### src/rtl/stepper_pkg.sv
// Shared types and constants for the stepper move sequencer: FSM states,
// coil-bus bit positions and the 8-entry phase pattern table.
package stepper_pkg;

    typedef enum logic [1:0] {
        ST_IDLE   = 2'd0,
        ST_RUN    = 2'd1,
        ST_FINISH = 2'd2
    } state_t;

    localparam int PH_IN1 = 0;
    localparam int PH_IN2 = 1;
    localparam int PH_IN3 = 2;
    localparam int PH_IN4 = 3;
    localparam int PH_ENA = 4;
    localparam int PH_ENB = 5;

    // Bus order {ENB,ENA,IN4,IN3,IN2,IN1}; index 0..7 walks A+, A+B+, B+, ... A+B-
    localparam logic [5:0] PHASE_TABLE [8] = '{
        6'b010001,
        6'b110101,
        6'b100100,
        6'b110110,
        6'b010010,
        6'b111010,
        6'b101000,
        6'b111001
    };

    function automatic logic [2:0] next_phase_idx(
        input logic [2:0] idx,
        input logic       dir,
        input logic       half
    );
        logic [2:0] base;
        logic [2:0] delta;
        base  = half ? idx : (idx | 3'd1);
        delta = half ? 3'd1 : 3'd2;
        return dir ? (base + delta) : (base - delta);
    endfunction

endpackage

### src/rtl/stepper_phase_lut.sv
// Combinational map from phase index and energise flag to the 6-bit coil bus.
module stepper_phase_lut
    import stepper_pkg::*;
(
    input  logic [2:0] idx,
    input  logic       energise,
    output logic [5:0] pattern
);

    logic [5:0] raw;

    assign raw = PHASE_TABLE[idx];

    // IN bits are gated by their coil enable so an undriven coil is fully quiet
    always_comb begin
        pattern = '0;
        if (energise) begin
            pattern[PH_ENA] = raw[PH_ENA];
            pattern[PH_ENB] = raw[PH_ENB];
            pattern[PH_IN1] = raw[PH_ENA] & raw[PH_IN1];
            pattern[PH_IN2] = raw[PH_ENA] & raw[PH_IN2];
            pattern[PH_IN3] = raw[PH_ENB] & raw[PH_IN3];
            pattern[PH_IN4] = raw[PH_ENB] & raw[PH_IN4];
        end
    end

endmodule

### src/rtl/stepper_move_sequencer.sv
// Trapezoidal-profile stepper move sequencer: step timing, ramping, phase
// sequencing and signed position tracking for one L298N-style channel.
module stepper_move_sequencer
    import stepper_pkg::*;
#(
    parameter int CNT_W = 24,
    parameter int PER_W = 20,
    parameter int POS_W = 32
) (
    input  logic                    clk,
    input  logic                    reset_n,
    input  logic                    cmd_valid,
    output logic                    cmd_ready,
    input  logic                    cmd_dir,
    input  logic                    cmd_half,
    input  logic [CNT_W-1:0]        cmd_steps,
    input  logic [PER_W-1:0]        cmd_start_per,
    input  logic [PER_W-1:0]        cmd_min_per,
    input  logic [PER_W-1:0]        cmd_accel_dec,
    input  logic                    abort,
    input  logic                    hold_en,
    output logic                    busy,
    output logic                    done,
    output logic signed [POS_W-1:0] position,
    output logic [5:0]              phase_out
);

    state_t            state, state_d;
    logic [2:0]        idx, idx_d;
    logic              accept;
    logic              step_fire;
    logic              energise;
    logic [5:0]        pattern_d;

    logic [PER_W-1:0]  start_l, min_l, dec_l;
    logic              dir_l, half_l;
    logic [PER_W-1:0]  cur_per, timer, per_next;
    logic [CNT_W-1:0]  rem, ramp_cnt, rem_dec;
    logic              accel;
    logic [PER_W-1:0]  start_c, min_c;
    logic signed [POS_W-1:0] step_inc;

    function automatic logic [PER_W-1:0] floor_two(input logic [PER_W-1:0] v);
        return (v < PER_W'(2)) ? PER_W'(2) : v;
    endfunction

    function automatic logic [PER_W-1:0] sat_add_cap(
        input logic [PER_W-1:0] a,
        input logic [PER_W-1:0] b,
        input logic [PER_W-1:0] cap
    );
        logic [PER_W:0] sum;
        sum = {1'b0, a} + {1'b0, b};
        return (sum > {1'b0, cap}) ? cap : sum[PER_W-1:0];
    endfunction

    function automatic logic [PER_W-1:0] sat_sub_floor(
        input logic [PER_W-1:0] a,
        input logic [PER_W-1:0] b,
        input logic [PER_W-1:0] floor_v
    );
        logic signed [PER_W:0] diff;
        diff = $signed({1'b0, a}) - $signed({1'b0, b});
        return (diff < $signed({1'b0, floor_v})) ? floor_v : diff[PER_W-1:0];
    endfunction

    assign start_c = floor_two(cmd_start_per);
    assign min_c   = (floor_two(cmd_min_per) > start_c) ? start_c : floor_two(cmd_min_per);
    assign rem_dec = rem - CNT_W'(1);
    assign step_inc = dir_l ? POS_W'(1) : {POS_W{1'b1}};

    // Control: next state, handshake and status outputs
    always_comb begin
        state_d   = state;
        accept    = 1'b0;
        step_fire = 1'b0;
        cmd_ready = 1'b0;
        busy      = 1'b1;
        done      = 1'b0;
        case (state)
            ST_IDLE: begin
                cmd_ready = 1'b1;
                busy      = 1'b0;
                if (cmd_valid) begin
                    accept  = 1'b1;
                    state_d = (cmd_steps == '0) ? ST_FINISH : ST_RUN;
                end
            end
            ST_RUN: begin
                if (abort) begin
                    state_d = ST_FINISH;
                end else if (timer == '0) begin
                    step_fire = 1'b1;
                    if (rem_dec == '0) begin
                        state_d = ST_FINISH;
                    end
                end
            end
            ST_FINISH: begin
                done    = 1'b1;
                state_d = ST_IDLE;
            end
            default: begin
                state_d = ST_IDLE;
            end
        endcase
    end

    // Ramp decision for the interval that follows the current step
    always_comb begin
        accel    = 1'b0;
        per_next = cur_per;
        if (rem_dec <= ramp_cnt) begin
            per_next = sat_add_cap(cur_per, dec_l, start_l);
        end else if (cur_per > min_l) begin
            per_next = sat_sub_floor(cur_per, dec_l, min_l);
            accel    = 1'b1;
        end
    end

    assign idx_d    = step_fire ? next_phase_idx(idx, dir_l, half_l) : idx;
    assign energise = (state_d == ST_RUN) || hold_en;

    stepper_phase_lut u_lut (
        .idx      (idx_d),
        .energise (energise),
        .pattern  (pattern_d)
    );

    always_ff @(posedge clk or negedge reset_n) begin
        if (!reset_n) begin
            state     <= ST_IDLE;
            idx       <= 3'd0;
            position  <= '0;
            phase_out <= '0;
        end else begin
            state     <= state_d;
            idx       <= idx_d;
            phase_out <= pattern_d;
            if (step_fire) begin
                position <= position + step_inc;
            end
        end
    end

    // Move datapath: only meaningful after a command has been accepted
    always_ff @(posedge clk) begin
        if (accept) begin
            start_l  <= start_c;
            min_l    <= min_c;
            dec_l    <= cmd_accel_dec;
            dir_l    <= cmd_dir;
            half_l   <= cmd_half;
            cur_per  <= start_c;
            timer    <= start_c - PER_W'(1);
            rem      <= cmd_steps;
            ramp_cnt <= '0;
        end else if (state == ST_RUN) begin
            if (step_fire) begin
                rem     <= rem_dec;
                cur_per <= per_next;
                timer   <= per_next - PER_W'(1);
                if (accel) begin
                    ramp_cnt <= ramp_cnt + CNT_W'(1);
                end
            end else begin
                timer <= timer - PER_W'(1);
            end
        end
    end

endmodule

### config.mk
export PLATFORM = sky130hd
export DESIGN_NAME = stepper_move_sequencer
export DESIGN_NICKNAME = d
export VERILOG_FILES = /design/src/rtl/stepper_pkg.sv /design/src/rtl/stepper_phase_lut.sv /design/src/rtl/stepper_move_sequencer.sv
export SDC_FILE = /design/constraint.sdc
export NUM_CORES = 1
export LEC_CHECK = 0
export ABC_CLOCK_PERIOD_IN_PS = 7700
export CAP_MARGIN = 20
export CORE_ASPECT_RATIO = 1.25
export CORE_UTILIZATION = 60
export DETAILED_ROUTE_END_ITERATION = 6
export PLACE_DENSITY = 0.8
export RECOVER_POWER = 25
export SETUP_SLACK_MARGIN = 0.1
export SLEW_MARGIN = 20
export SYNTH_ARGS = -nofsm -noshare
export SYNTH_HDL_FRONTEND = slang
export SYNTH_SLANG_ARGS = --single-unit
### constraint.sdc
create_clock -name clk -period 7.7 [get_ports clk]
set_input_delay 0.77 -clock clk [delete_from_list [all_inputs] [get_ports clk]]
set_output_delay 0.77 -clock clk [all_outputs]
set_load 0.05 [all_outputs]
* After elaboration in Yosys (flattened, before gate mapping) *
Memories as Yosys holds them, arrays and structs flattened.
Cells that the tools add are included.

storage, ports and cells
  output and inout bits = 41
  memory bits (writable) = 0
  latch bits = 0
  memories kept = 1
  ROM bits = 48
  flip-flop bits (word level) = 193

operators by class
  equality and inequality tests = 3
  bitwise logic cells = 5
  reductions and logical operators = 9
  mux-type cells = 40
  div/mod/pow operators = 0
  shift operators = 0
  $add $sub $neg = 10
  $mul = 0
  $lt $le $gt $ge = 8

memory list
  name              depth  bits a word  read ports  clocked after Yosys merged registers in  wr ports  line                     source
  (name not given)  8      6            1           0                                        0         stepper_phase_lut.sv:12  assign raw = PHASE_TABLE[idx];

operators by type and width
  cell                                                 count
  two-way mux 20 bit                                   13
  two-way mux 24 bit                                   3
  subtractor 20 x 1 -> 20 bit, second input constant   3
  logical NOT 24 bit                                   2
  greater-than comparator 20 bit                       2
  < comparator 20 x 2 -> 1 bit, second input constant  2
  adder 32 bit                                         1
  two-way mux 32 bit                                   1
  adder 24 x 1 -> 24 bit, second input constant        1
  <= comparator 24 bit                                 1
  subtractor 24 x 1 -> 24 bit, second input constant   1
  adder 20 x 20 -> 21 bit                              1
  greater-than comparator 21 x 20 -> 1 bit             1
  < comparator 21 bit                                  1
  subtractor 20 x 20 -> 21 bit                         1
  logical NOT 20 bit                                   1
  two-way mux 6 bit                                    3
  two-way mux 2 bit                                    6
  two-way mux 1 bit                                    11
  two-way mux 3 bit                                    2
  bitwise AND 1 bit                                    4
  equality test 2 x 1 -> 1 bit, second input constant  2
  >= comparator 4 bit, second input constant           1
  NOT 3 -> 4 bit                                       1
  9 further kinds                                      10

* Logic depth before layout (Yosys ltp) *
Gate-level depths: netlist of run 1.

  word-level depth = 11
  depth in mapped cells = 29
  depth with buffers taken out = 27

* Hierarchy *
From an unflattened synthesis of run 1, not the netlist that was laid out.

unflattened totals
  cell total of the unflattened synthesis = 1803
  area total of the unflattened synthesis = 15601.2 µm²

modules (own cells, without submodules)
  module                  times used  cells each  area each (µm²)  seq. area each (µm²)
  stepper_move_sequencer  1           1793        15542.4          5340.1
  stepper_phase_lut       1           10          58.8             0.0

* Worst setup path before layout of run 1 *
Ideal clock, no wire load.

  kind = register to register
  start point = register cur_per[3]
  end point = register timer[16] (data pin)
  arrival = 5966 ps
  data required time = 7433 ps
  buffers on the path = 0
  path slack = 1467 ps
  setup time = 267 ps
  cell stages (with the launch flop) = 26
  cell sequence = edfxtp_1 ha_1 or2_2 a211oi_1 o21ai_1 o31ai_1 o22a_1 a211o_1 nand2_1 o31a_1 xor2_1 ha_1 nand3_1 or3_1 nor4_1 o21ai_4 a21o_4 mux2i_1 o31a_1 a22oi_1 ha_1 inv_1 a211oi_1 nand4_1 nor4b_2 xor2_1

on the way
  longest elaborated chain between the ends = 9
  elaborated cells on any way between the ends = 13
  classes of those cells = add/sub: 3; order compare: 3; mux: 7

ends and longest elaborated chain
  what                           line                           source
  start: declaration             stepper_move_sequencer.sv:37   logic [PER_W-1:0] cur_per, timer, per_next;
  start signal: assignment       stepper_move_sequencer.sv:154  cur_per <= start_c;
  start signal: assignment       stepper_move_sequencer.sv:161  cur_per <= per_next;
  subtractor 20 x 20 -> 21 bit   stepper_move_sequencer.sv:63   diff = $signed({1'b0, a}) - $signed({1'b0, b});
  < comparator 21 bit            stepper_move_sequencer.sv:64   return (diff < $signed({1'b0, floor_v})) ? floor_v : diff[PER_W-1:0];
  two-way mux 20 bit             stepper_move_sequencer.sv:64
  two-way mux 20 bit             stepper_move_sequencer.sv:115  end else if (cur_per > min_l) begin
  two-way mux 20 bit *           stepper_move_sequencer.sv:113  if (rem_dec <= ramp_cnt) begin
  subtractor 20 x 1 -> 20 bit *  stepper_move_sequencer.sv:162  timer <= per_next - PER_W'(1);
  two-way mux 20 bit *           stepper_move_sequencer.sv:159  if (step_fire) begin
  two-way mux 20 bit *           stepper_move_sequencer.sv:158  end else if (state == ST_RUN) begin
  two-way mux 20 bit *           stepper_move_sequencer.sv:148  if (accept) begin
  end signal: assignment         stepper_move_sequencer.sv:155  timer <= start_c - PER_W'(1);
  end signal: assignment         stepper_move_sequencer.sv:162
  end signal: assignment         stepper_move_sequencer.sv:167  timer <= timer - PER_W'(1);
  end: declaration               stepper_move_sequencer.sv:37

Mark *: on every way between the ends. The rest lies on a longest branch, timed or not. The select of a mux whose other input is x is not followed.
A chain may end at the register's enable or synchronous reset.

* Worst setup path in the final report of run 1 *
Same ends and word-level chain as after synthesis.

==> impl_metrics.json, run 1 <==
{
  "status": "finished clean",
  "rsz0062_at_grt": "no",
  "gp_congestion": 1.01,
  "fmax_ghz": 0.138,
  "cp_max_fo": 16,
  "die_w_um": 148,
  "cts.sink_count": 193,
  "ys.flop_type": "edfxtp_1",
  "insertion_delay_ns": 0.46,
  "routedWlPerCell_um": 20.8,
  "tritoncts": "done",
  "finalHoldViolations": 0,
  "htreeDepth": 4,
  "grt_pass1_wl_um": 70200,
  "dr_total_vias": 13813,
  "antenna_found_initial": 0,
  "drive_gt1_share_pct": 7.22,
  "finalInstanceArea_um2": 18000,
  "first_pass_iters": 7,
  "required_ns": 7.89,
  "slew_headroom_pct": 6.16,
  "portBuffers": 131,
  "pin_count": 132,
  "max_stage_delay_ns": 0.50,
  "fillers": 2038,
  "cts_buffers": 17,
  "syn2layout_area_growth_pct": 13.0,
  "netlist_area_um2": 15900,
  "synth.distinct_cells": 104,
  "postCtsSetupBuffers": 0,
  "startpoint_type": "flip-flop",
  "drc": 0,
  "synth_seq_cells": 193,
  "hold_path.class": "in -> async",
  "grt_pass1_vias": 13436,
  "holdBufCountCts": 0,
  "dpl_worst_slack_ns": 0.275,
  "postSynthCellCount": 1755,
  "synth-edff-count": 126,
  "die_h_um": 184,
  "viasPerCell": 6.33,
  "holdWs_ns": 0.463,
  "cpMostUsedCell": "ha_1",
  "min_period_over_period_pct": 94.2,
  "crit_path_end_kind": "flip-flop",
  "yosysTopAreaCell": "edfxtp_1",
  "worstMarginPinSlew_ns": 1.41,
  "power_density_nw_per_um2": 281,
  "synth_top_cells_by_area": "edfxtp_1 (24%), ha_1 (14%), dfrtp_1 (6.8%)",
  "placementRows": 66,
  "ys_seq_area_share_pct": 33.5,
  "drv_slew": 0,
  "worstSetupPathType": "reg -> reg",
  "drt_iter0_drc": 1118,
  "fin_worst_skew_ns": 0.0180,
  "grt_start_max_net_pins": 91,
  "synthArstFlopShare_pct": 22.3,
  "yosys_warnings": 0,
  "grt_overflow_total": 0,
  "power_mw": 5.06,
  "cts_root_buf": "clkbuf_16",
  "fin_crit_ns": 7.25,
  "finalSetupViolCount": 0,
  "arrival_ns": 7.44,
  "placed_area_um2": 17400,
  "diodes": 0,
  "fin_nets": 2102,
  "max-cap-violations": 0,
  "ctsResizeCount": 0,
  "grtUsageTotal_pct": 33.5,
  "clkTransAtPathRegs_ns": 0.08,
  "totalWireLength_um": 45400,
  "peakVddDrop_uv": 253,
  "dp_hpwl_um": 34500,
  "syn-num-nets": 2027,
  "power_leakage_nw": 7.56,
  "clockBufferDepth": 2,
  "ant_nets": 0,
  "core_area_um2": 26100,
  "synth_top_area_share_pct": 23.7,
  "regToRegSetupSlack_ns": 0.45,
  "start_util_pct": 61.1,
  "dieArea_um2": 27200,
  "critPathSlowestCell": "nor4_1",
  "finalSetupTns_ns": 0,
  "syn_area_per_cell_um2": 9.08,
  "timing.final.ws_setup_ns": 0.447
}
-- cells in the mapped netlist, drive strengths merged (24+ instances only) --
library cell  count
mux2             31
xor2             43
nor4             33
edfxtp          126
nand2           112
inv             146
xnor2            81
clkbuf           78
dfrtp            43
nor3             27
nand3            49
a21o             48
ha              177
nand4            26
nor2            185
dfxtp            24
a21oi           112
o21ai            73
-- state kept, by name, summed over array words and instances (netlist names), 3 cells and up --
signal,count
position,32
ramp_cnt,24
rem,24
cur_per,20
dec_l,20
min_l,20
start_l,20
timer,20
phase_out,6
idx,3
-- cell type report --
class	count	area (um^2)	area share, %
clock buffer	18	429	2.38
clock inverter	14	156	0.869
inverter	146	552	3.07
multi-input combinational	1324	9670	53.7
sequential	193	5340	29.7
tap	340	425	2.36
timing repair buffer	148	1430	7.92
-- kinds of logic after synthesis --
logic type | Yosys count | share of synthesized area [%]
fa+ha+maj | 181 | 14.4
compound gates | 430 | 19.1
flops | 193 | 33.5
simple gates | 543 | 17.1
mux | 46 | 3.18
buf+inv | 238 | 5.94
xor+xnor | 124 | 6.81
-- cells in the final DEF (no fill, tap or decap), types with 7 or more instances in the layout --
cell type,count
nor2_1,183
ha_1,177
inv_1,143
edfxtp_1,126
nand2_1,111
a21oi_1,109
clkdlybuf4s50_1,89
xnor2_1,81
o21ai_0,62
nand3_1,48
a21o_1,47
xor2_1,43
dfrtp_1,43
dlygate4sd3_1,41
nor4_1,32
mux2_2,29
nor3_1,26
nand4_1,25
dfxtp_1,24
o31ai_1,22
a211oi_1,21
a31oi_1,18
o211ai_1,17
clkbuf_16,17
nand2b_1,16
nor2b_1,16
and3_1,15
mux2i_1,15
buf_4,15
or3_1,12
and2_1,10
o21a_1,10
and4_1,10
a2111oi_0,9
o21ai_1,7
-- per-layer routing --
layer	vias up	GRT usage, %	part of all wire, %
met5	-	0	0
met4	0	22.1	6.8
met3	172	4.93	6.3
met2	579	58.0	48
met1	6529	38.4	39
li1	6533	-	-
-- where the power goes --
part           internal (mW)  leakage, nW  total, mW  switching, mW
Sequential              1.33         1.97       1.47          0.140
Clock                  0.485        0.281      0.918          0.433
Combinational           1.00         5.31       2.66           1.66
-- metrics by stage --
stage	instances	util [%]
6_report	2183	69.0
3_3_place_gp	2150	66.7
4_1_cts	2182	69.0
5_1_grt	2183	69.0
2_1_floorplan	1755	-
3_5_place_dp	2150	66.7
-- worst paths after layout --
| kind | depth (start not counted) | start | to |
|---|---|---|---|
| max | 25 | cur_per[3] | timer[16] |
| min | 1 | reset_n | position[28] |
| max reg2reg | 25 | cur_per[3] | timer[16] |
| min reg2reg | 2 | position[5] | position[5] |
| max in group asynchronous | 2 | reset_n | position[17] |
| min in group clk | 2 | position[5] | position[5] |
-- worst max-delay path, delay by kind of cell, from the launching register on --
| family | cells | cell delay [ns] |
|---|---|---|
| xor+xnor | 2 | 0.27 |
| flops | 1 | 0.48 |
| buf+inv | 1 | 0.07 |
| mux | 1 | 0.15 |
| simple gates | 7 | 2.04 |
| compound gates | 11 | 3.05 |
| fa+ha+maj | 3 | 0.95 |
No activity file was read; power rests on OpenSTA's default activity.
==> run 2: changes to the inputs <==
- ABC_CLOCK_PERIOD_IN_PS: 7700 -> 8440
- CELL_PAD_IN_SITES_DETAIL_PLACEMENT: default -> 0
- CELL_PAD_IN_SITES_GLOBAL_PLACEMENT: default -> 1
- CORE_UTILIZATION: 60 -> 50
- PLACE_DENSITY: 0.8 -> 0.86
- clock period: 7.7 -> 8.44 ns (I/O delays scaled with it)
==> impl_metrics.json, run 2 (same netlist as run 1, synthesis figures left out) <==
{
  "min_period_over_period_pct": 89.5,
  "syn2layout_area_growth_pct": 13.4,
  "fillers": 2810,
  "holdBufCountCts": 0,
  "required_ns": 8.65,
  "slew_headroom_pct": -20.9,
  "rsz0062_at_grt": "no",
  "hold_path.class": "in -> async",
  "drv_slew": 34,
  "holdWs_ns": 0.357,
  "place_inst": 2214,
  "cts.sink_count": 193,
  "layoutNonFillerInstCount": 2247,
  "timing.final.ws_setup_ns": 0.889,
  "drc": 0,
  "clockBufferDepth": 2,
  "placementRows": 72,
  "totalWireLength_um": 47000,
  "tritoncts": "done",
  "worstMarginPinSlew_ns": 1.81,
  "antenna_found_initial": 0,
  "ant_nets": 0,
  "dieArea_um2": 32600,
  "pin_count": 132,
  "largest_register_ffs": 32,
  "regToRegSetupSlack_ns": 0.89,
  "power_leakage_nw": 7.57,
  "largest_register": "position",
  "grt_pass1_wl_um": 73200,
  "htreeDepth": 4,
  "worstSetupPathType": "reg -> reg",
  "startpoint_type": "flip-flop",
  "grt_start_max_net_pins": 79,
  "dr_total_vias": 13499,
  "final_common_cell": "nor2_1",
  "fin_nets": 2099,
  "max-cap-violations": 1,
  "grtUsageTotal_pct": 29.4,
  "die_w_um": 162,
  "die_h_um": 202,
  "dp_hpwl_um": 36300,
  "power_density_nw_per_um2": 256,
  "fin_worst_skew_ns": 0.0127,
  "drt_iter0_drc": 1113,
  "grt_overflow_total": 0,
  "reg.largest.list": "position: 32 flops, ramp_cnt: 24 flops, rem: 24 flops",
  "peakVddDrop_uv": 172,
  "grt_pass1_vias": 13551,
  "crit_path_end_kind": "flip-flop",
  "final_cell_mix": "nor2_1 (183), ha_1 (177), inv_1 (143)",
  "fin_crit_ns": 7.55,
  "gp_congestion": 0.954,
  "ctsResizeCount": 0,
  "finalSetupTns_ns": 0,
  "finalSetupViolCount": 0,
  "start_util_pct": 51.1,
  "fmax_ghz": 0.132,
  "viasPerCell": 6.01,
  "routedWlPerCell_um": 20.9,
  "postCtsSetupBuffers": 0,
  "portBuffers": 131,
  "dpl_worst_slack_ns": 0.968,
  "diodes": 0,
  "arrival_ns": 7.76,
  "core_area_um2": 31200,
  "drive_gt1_share_pct": 7.12,
  "violations": "capacitance limit, slew limit",
  "finalHoldViolations": 0,
  "first_pass_iters": 7,
  "cp_max_fo": 16,
  "status": "complete, but fails checks",
  "insertion_delay_ns": 0.46,
  "cts_buffers": 17,
  "clkTransAtPathRegs_ns": 0.08,
  "cts_root_buf": "clkbuf_16"
}
-- run 2: cell type report --
| type | count | area [um^2] | share of cell area [%] |
|---|---|---|---|
| inverters | 146 | 551 | 3.04 |
| clock inverters | 14 | 169 | 0.934 |
| well taps | 407 | 509 | 2.82 |
| multi-input cells | 1324 | 9670 | 53.5 |
| repair buffers | 145 | 1400 | 7.76 |
| flip-flops and latches | 193 | 5340 | 29.5 |
| clock buffers | 18 | 439 | 2.43 |
-- run 2: critical path: stages (launching register included) --
cell and delay, ns:
edfxtp_1 0.49, ha_1 0.40, or2_2 0.31, a211oi_1 0.39, o21ai_1 0.23, o31ai_1 0.28
o22a_1 0.26, a211o_1 0.17, nand2_1 0.08, o31a_1 0.26, xor2_1 0.17, ha_1 0.32
nand3_1 0.14, or3_1 0.42, nor4_1 0.49, o21ai_4 0.16, a21o_4 0.32, mux2i_1 0.15
o31a_1 0.30, a22oi_1 0.35, ha_1 0.25, inv_1 0.07, a211oi_1 0.59, nand4_1 0.30
nor4b_2 0.30, xor2_1 0.09
-- run 2: worst paths after layout --
| check | start | cells after the start | to |
|---|---|---|---|
| worst min register to register | position[27] | 2 | position[27] |
| worst min-delay path | reset_n | 1 | position[18] |
| max in group asynchronous | reset_n | 2 | position[24] |
| worst max-delay path | cur_per[4] | 25 | timer[16] |
| min in group clk | position[27] | 2 | position[27] |
| worst max register to register | cur_per[4] | 25 | timer[16] |
-- run 2: routing by layer --
layer  up-vias  part of all wire (%)  GRT usage (%)  wire length, um
met4         0                   5.5           17.6             2600
met5         -                     0              0                0
met2       440                    50           51.3            23300
li1       6531                     -              -                -
met3       107                   5.3           3.83             2520
met1      6421                    40           34.0            18600
-- run 2: metrics by stage --
stage | area [um^2] | power [mW] | utilization [%]
after global routing | 18100 | 4.90 | 58.0
after CTS | 18100 | 4.60 | 58.0
after floorplan | 15900 | 3.05 | -
after global placement | 17500 | 3.69 | 56.1
final | 18100 | 4.63 | 58.0
after detailed placement | 17500 | 3.72 | 56.1
-- run 2: power by group --
group / internal (mW) / total, mW / switching, mW
clock: 0.457 / 0.872 / 0.415
combinational: 0.903 / 2.41 / 1.51
sequential: 1.22 / 1.35 / 0.130
